--- config.mk ---
export PLATFORM = sky130hd
export DESIGN_NAME = dg_ret_stack
export DESIGN_NICKNAME = d
export VERILOG_FILES = /design/src/rtl/dg_ret_stack.sv
export SDC_FILE = /design/constraint.sdc
export NUM_CORES = 1
export LEC_CHECK = 0
export ABC_CLOCK_PERIOD_IN_PS = 2650
export CAP_MARGIN = 20
export CORE_UTILIZATION = 53
export CTS_CLUSTER_SIZE = 16
export DETAILED_ROUTE_END_ITERATION = 6
export PLACE_DENSITY = 0.76
export SYNTH_ARGS = -nofsm -noshare
export SYNTH_HDL_FRONTEND = slang
export SYNTH_SLANG_ARGS = --single-unit
--- constraint.sdc ---
create_clock -name clk -period 2.65 [get_ports clk]
set_input_delay 0.265 -clock clk [delete_from_list [all_inputs] [get_ports clk]]
set_output_delay 0.265 -clock clk [all_outputs]
set_load 0.05 [all_outputs]
--- src/rtl/dg_ret_stack.sv ---
// dg_ret_stack: parametrised return-address stack for DG-series controller
// cores. entry[0] is the top of stack and drives top_addr directly. Tracks
// occupancy, offers a selectable overflow policy, sticky overflow/underflow
// flags and a push+pop replace-top operation.
module dg_ret_stack #(
   parameter int AW       = 10,
   parameter int DEPTH    = 4,
   parameter int OVF_MODE = 0,
   // Derived from DEPTH; leave at its default.
   parameter int CW       = $clog2(DEPTH + 1)
) (
   input  logic          clk,
   input  logic          rst_n,
   input  logic          ena,
   input  logic          push,
   input  logic          pop,
   input  logic          clr_err,
   input  logic [AW-1:0] push_addr,
   output logic [AW-1:0] top_addr,
   output logic [CW-1:0] count,
   output logic          empty,
   output logic          full,
   output logic          ovf,
   output logic          unf
);

   logic [AW-1:0] entry_q [DEPTH];
   logic [AW-1:0] entry_d [DEPTH];
   logic [CW-1:0] count_q, count_d;
   logic          ovf_q, ovf_d;
   logic          unf_q, unf_d;

   logic          empty_w, full_w;
   logic          ovf_set, unf_set;

   assign empty_w = (count_q == '0);
   assign full_w  = (count_q == CW'(DEPTH));

   // Next-state: select one operation per enabled cycle, then merge error
   // sets with clr_err so a set in the clearing cycle wins for that flag.
   always_comb begin
      entry_d = entry_q;
      count_d = count_q;
      ovf_set = 1'b0;
      unf_set = 1'b0;
      ovf_d   = ovf_q;
      unf_d   = unf_q;

      if (ena) begin
         if (push && (!pop || empty_w)) begin
            // Push only, or push+pop on an empty stack (acts as a push).
            if (full_w) begin
               ovf_set = 1'b1;
               if (OVF_MODE == 0) begin
                  for (int unsigned i = DEPTH - 1; i > 0; i--) begin
                     entry_d[i] = entry_q[i-1];
                  end
                  entry_d[0] = push_addr;
               end
            end else begin
               for (int unsigned i = DEPTH - 1; i > 0; i--) begin
                  entry_d[i] = entry_q[i-1];
               end
               entry_d[0] = push_addr;
               count_d    = count_q + CW'(1);
            end
         end else if (push && pop) begin
            // Replace top on a non-empty stack.
            entry_d[0] = push_addr;
         end else if (pop) begin
            // Shift up; bottom entry keeps its value and is replicated.
            for (int unsigned i = 0; i < DEPTH - 1; i++) begin
               entry_d[i] = entry_q[i+1];
            end
            if (empty_w) begin
               unf_set = 1'b1;
            end else begin
               count_d = count_q - CW'(1);
            end
         end

         ovf_d = (ovf_q & ~clr_err) | ovf_set;
         unf_d = (unf_q & ~clr_err) | unf_set;
      end
   end

   // State registers with asynchronous active-low reset.
   always_ff @(posedge clk or negedge rst_n) begin
      if (!rst_n) begin
         for (int unsigned i = 0; i < DEPTH; i++) begin
            entry_q[i] <= '0;
         end
         count_q <= '0;
         ovf_q   <= 1'b0;
         unf_q   <= 1'b0;
      end else begin
         entry_q <= entry_d;
         count_q <= count_d;
         ovf_q   <= ovf_d;
         unf_q   <= unf_d;
      end
   end

   assign top_addr = entry_q[0];
   assign count    = count_q;
   assign empty    = empty_w;
   assign full     = full_w;
   assign ovf      = ovf_q;
   assign unf      = unf_q;

endmodule

==> results of run 1 <==
## cell families (layout without fill, tap and decap cells)
group	Yosys count	in the layout	synth area share
AOI/OAI and AO/OA	39	39	0.1219
xor gates and xnor gates	3	3	0.01225
adders and majority gates	1	1	0.009335
buffers and inverters	27	53	0.07700
DFF	45	45	0.5251
muxes	21	21	0.1039
and+or+nand+nor	78	78	0.1505
## sequential cells by signal (all words and copies together) (netlist names)
signal / flops
entry_q: 30
top_addr: 10
count: 3
ovf: 1
unf: 1
## area by class of cell
cell class | count | area, sq um | area share
flip-flops and latches | 45 | 1126 | 0.4397
repair buffers | 41 | 397.9 | 0.1553
clock buffers | 5 | 68.82 | 0.02687
clock inverters | 2 | 35.03 | 0.01368
well taps | 48 | 60.06 | 0.02345
inverters | 5 | 20.02 | 0.007816
multi-input cells | 142 | 853.3 | 0.3332
## worst min path at each step
stage                from     endpoint  slack (ns)  cells after the start
2_1_floorplan       rst_n     count[0]       -0.03                      0
5_1_grt             rst_n  top_addr[8]        0.46                      2
3_3_place_gp   entry_q[5]   entry_q[5]        0.47                      1
4_1_cts             rst_n  entry_q[28]        0.17                      1
6_report            rst_n  top_addr[8]        0.43                      2
3_5_place_dp   entry_q[5]   entry_q[5]        0.48                      1
## critical path: cells and delay by family (launching register included)
family,cells,cell delay (ns)
simple gates,1,0.43
buf+inv,2,0.87
flops,1,0.47
## Yosys cell counts, drive strengths merged
library cell,count,area [sq um]
a21oi,1,8.760
a311o,1,10.01
a31oi,21,146.4
a32o,1,10.01
and3,1,6.260
buf,18,130.1
clkbuf,4,15.01
clkinv,1,5.000
dfrtp,45,1126
fa,1,20.02
inv,4,15.01
mux2,10,112.6
mux2i,11,110.1
nand2,54,210.2
nand2b,1,13.76
nor2,20,75.07
o211a,1,10.01
o21ai,12,60.05
o31a,1,8.760
o31ai,1,7.510
or3,2,17.52
xnor2,2,17.52
xor2,1,8.760
## through the flow
| stage | hold WS, ns | power [mW] | setup slack [ns] |
|---|---|---|---|
| 2_1_floorplan | -0.03059 | 1.921 | 0.2685 |
| 5_1_grt | 0.4583 | 2.874 | 0.2785 |
| 3_3_place_gp | 0.4743 | 2.166 | 0.3006 |
| 4_1_cts | 0.1690 | 2.697 | 0.3229 |
| 6_report | 0.4256 | 2.680 | 0.3283 |
| 3_5_place_dp | 0.4808 | 2.198 | 0.2488 |
## timing repair
item | CTS | global route
hold endpoints to repair | 0 | 16
setup endpoints to repair | 0 | 0
hold buffers | 0 | 1
## layer usage
layer | vias up | global-route usage
li1 | 763 | -
met2 | 37 | 0.3557
met1 | 755 | 0.2888
met5 | - | 0
met4 | 0 | 0.09511
met3 | 8 | 0.04167
## where the power goes
group          switching [mW]  internal [mW]  total (mW)
Clock                   0.217          0.274       0.491
Sequential              0.214          0.957        1.17
Combinational           0.599          0.419        1.02
Total                    1.03           1.65        2.68
==> impl_metrics.tcl, run 1 <==
set metrics [dict create \
    outcome "complete, no violations" \
    irDropWorstVdd_mv 0.7536 \
    synth_seq_cells 45 \
    cp.arrival_ns 2.06 \
    required_ns 2.38 \
    met1_length_microns 1840 \
    r2r-start "count[0]" \
    fin_crit_sh 0.8761 \
    ctsHtreeMaxLevel 2 \
    areaGrowthSynthToFinish_pct 19.43 \
    io_buffers 32 \
    finalHoldViolations 0 \
    viasPerCell 5.427 \
    die_y_microns 65.61 \
    fmax_mhz 430.7 \
    antenna_found_initial 0 \
    design_area_sq_um 2561 \
    highest_layer "met4" \
    yosysUniqueCellTypes 30 \
    crit_end "empty" \
    final_common_cell "nand2_1" \
    post_cts_resized 0 \
    ios 33 \
    drc 0 \
    cp_slowest_stage_delay_ns 0.79 \
    rsz0062_at_grt "false" \
    final_cell_mix "53 x nand2_1, 45 x dfrtp_1, 31 x clkdlybuf4s50_1, 20 x nor2_1, 20 x a31oi_1" \
    power-per-cell-area_nw_per_um2 1046 \
    path_cells "or3_4 > inv_1 > clkdlybuf4s50_1" \
    ys_seq_area_frac 0.5251 \
    clk_path_buf_depth 2 \
    path_class "flip-flop to output port" \
    final_util 0.6792 \
    syn-cell-area_sq_um 2145 \
    cts_inserted_buffers 5 \
    avgSynthCellArea_sq_um 10.02 \
    overflow 0 \
    regToRegSetupSlack_ns 0.65 \
    detail_route.wl_per_cell_microns 14.06 \
    dp_hpwl_microns 2669 \
    place_inst 279 \
    grt_pass1_wl_microns 7113 \
    grt_max_degree 46 \
    n_fill_cell 302 \
    num_vias 1563 \
    finalSetupViolations 0 \
    clockRootBuffer "clkbuf_8" \
    endpoint_kind "output port" \
    skew_ns 0.005660 \
    start_util 0.5687 \
    drive_gt1_frac 0.1250 \
    drt_wl_total_microns 4050 \
    layoutNonFillerInstCount 288 \
    drv_cap 0 \
    tightest_slew_ns 0.5178 \
    start_kind "flip-flop" \
    fp.dieW_microns 65.61 \
    max_slew_margin 0.6537 \
    syn_inst 214 \
    cts.sinks 45 \
    post_cts.repair.setup_buffers 0 \
    detail-route-antenna-nets 0 \
    dieArea_sq_um 4305 \
    grtUsageTotal 0.2206 \
    wl_met2_microns 1980 \
    cts_tree "done" \
    first_pass_iters 4 \
    slowest_stage "clkdlybuf4s50_1" \
    drv_slew 0 \
    hold_class "input port to asynchronous set/reset pin" \
    p_leak_nw 1.146 \
    r2r_end "count[2]" \
    nNetsFinal 257 \
    dr_wl_met3_microns 162 \
    yosysWarnings 0 \
    crit_start "count[0]" \
    num_rows 22 \
    setup_tns_ns 0 \
    grt_pass1_vias 1562 \
    drt_iter0_markers 89 \
    diodes 0 \
    clk_latency_ns 0.29 \
    cp_max_fo 6 \
    fp.coreArea_sq_um 3771 \
    r2r_cells 7 \
    period_needed_ns 2.322 \
    syn_nets 231 \
    clk_pin_slew_ns 0.08 \
    place_congestion 0.8095 \
    placed_area_sq_um 2427 \
]
Note: power is estimated with default switching activity, not from simulation.
==> run 2, diff against run 1 <==
REMOVE_ABC_BUFFERS = 1   (was default)
==> impl_metrics.tcl, run 2 (same netlist as run 1, synthesis figures left out) <==
set metrics [dict create \
    start_kind "flip-flop" \
    multi_input_area_sq_um 853.3 \
    ios 33 \
    clk_pin_slew_ns 0.08 \
    antenna_found_initial 0 \
    num_rows 22 \
    drc 0 \
    grtUsageTotal 0.2077 \
    met1_length_microns 1923 \
    start_util 0.5687 \
    endpoint_kind "output port" \
    cp.arrival_ns 2.02 \
    clk_latency_ns 0.29 \
    regToRegSetupSlack_ns 0.68 \
    drive_gt1_frac 0.1250 \
    drt_wl_total_microns 3956 \
    tightest_slew_ns 0.5139 \
    fin_crit_sh 0.8612 \
    clk_path_buf_depth 2 \
    ctsHtreeMaxLevel 2 \
    pre_cts_slack_ns 0.3891 \
    outcome "complete, no violations" \
    r2r_cells 7 \
    highest_layer "met4" \
    power-per-cell-area_nw_per_um2 1041 \
    detail-route-antenna-nets 0 \
    diodes 0 \
    areaGrowthSynthToFinish_pct 19.43 \
    skew_ns 0.006992 \
    overflow 0 \
    finalHoldViolations 0 \
    place_congestion 0.8080 \
    clockRootBuffer "clkbuf_8" \
    largest_register_ffs 30 \
    viasPerCell 5.260 \
    num_vias 1515 \
    nNetsFinal 257 \
    grt_pass1_vias 1404 \
    setup_tns_ns 0 \
    dp_hpwl_microns 2627 \
    finalSetupViolations 0 \
    rsz0062_at_grt "false" \
    fp.dieW_microns 65.61 \
    grt_max_degree 46 \
    regArea_sq_um 1126 \
    max_slew_margin 0.6563 \
    path_class "flip-flop to output port" \
    die_y_microns 65.61 \
    largest-register "entry_q" \
    io_buffers 32 \
    dieArea_sq_um 4305 \
    required_ns 2.38 \
    dr_wl_met3_microns 104 \
    n_fill_cell 305 \
    wl_met2_microns 1872 \
    p_leak_nw 1.146 \
    drv_slew 0 \
    total_power_mw 2.667 \
    fin_ws_ns 0.3679 \
    fmax_mhz 438.2 \
    cts_inserted_buffers 5 \
    irDropWorstVdd_mv 0.5674 \
    place_inst 279 \
    cts_tree "done" \
    r2r-start "count[2]" \
    cp_max_fo 6 \
    fp.coreArea_sq_um 3771 \
    post_cts_resized 0 \
    detail_route.wl_per_cell_microns 13.74 \
    first_pass_iters 4 \
    hold_class "input port to asynchronous set/reset pin" \
    final_cell_mix "53 x nand2_1, 45 x dfrtp_1, 31 x clkdlybuf4s50_1, 20 x nor2_1, 20 x a31oi_1" \
    r2r_end "count[2]" \
    crit_start "count[0]" \
    drt_iter0_markers 65 \
    layoutNonFillerInstCount 288 \
    cts.sinks 45 \
    period_needed_ns 2.282 \
    grt_pass1_wl_microns 6555 \
    drv_cap 0 \
    final_common_cell "nand2_1" \
]
[run 2: metal layers]
metal  up-vias  track usage
met5         -            0
li1        764            -
met2        18       0.3325
met1       728       0.2693
met3         5      0.04688
met4         0      0.08967
[run 2: power breakdown]
part           switching (mW)  total (mW)  internal [mW]
clock                   0.213       0.487          0.274
sequential              0.199        1.16          0.957
combinational           0.605        1.02          0.418
[run 2: what timing repair did]
action                                 CTS  global route
setup buffers                            0             0
endpoints found under the hold margin    0             9
setup endpoints to repair                0             0
hold buffers                             0             1
[run 2: metrics by stage]
| step | hold WS, ns | utilization | cell area (sq um) |
|---|---|---|---|
| after global routing | 0.3893 | 0.6792 | 2561 |
| after CTS | 0.1498 | 0.6712 | 2531 |
| after detailed placement | 0.4686 | 0.6437 | 2427 |
| after global placement | 0.4735 | 0.6437 | 2427 |
| final | 0.3590 | 0.6792 | 2561 |
| after floorplan | -0.03059 | - | 1999 |
[run 2: area by class of cell]
class                   count  share of cell area
multi-input cells         142              0.3332
inverters                   5            0.007816
repair buffers             41              0.1553
flip-flops and latches     45              0.4397
well taps                  48             0.02345
clock buffers               5             0.02687
clock inverters             2             0.01368
[run 2: critical path, cell delays in order (launching register included)]
cell and delay, ns:
dfrtp_1 0.44, or3_4 0.42, inv_1 0.07, clkdlybuf4s50_1 0.79
[run 2: how the worst max path moves through the flow]
stage          depth (start not counted)  slack, ns        to
5_1_grt                                3       0.30     empty
3_5_place_dp                           8       0.39  count[2]
4_1_cts                                3       0.35     empty
3_3_place_gp                           8       0.46  count[2]
6_report                               3       0.37     empty
2_1_floorplan                          7       0.12  count[2]
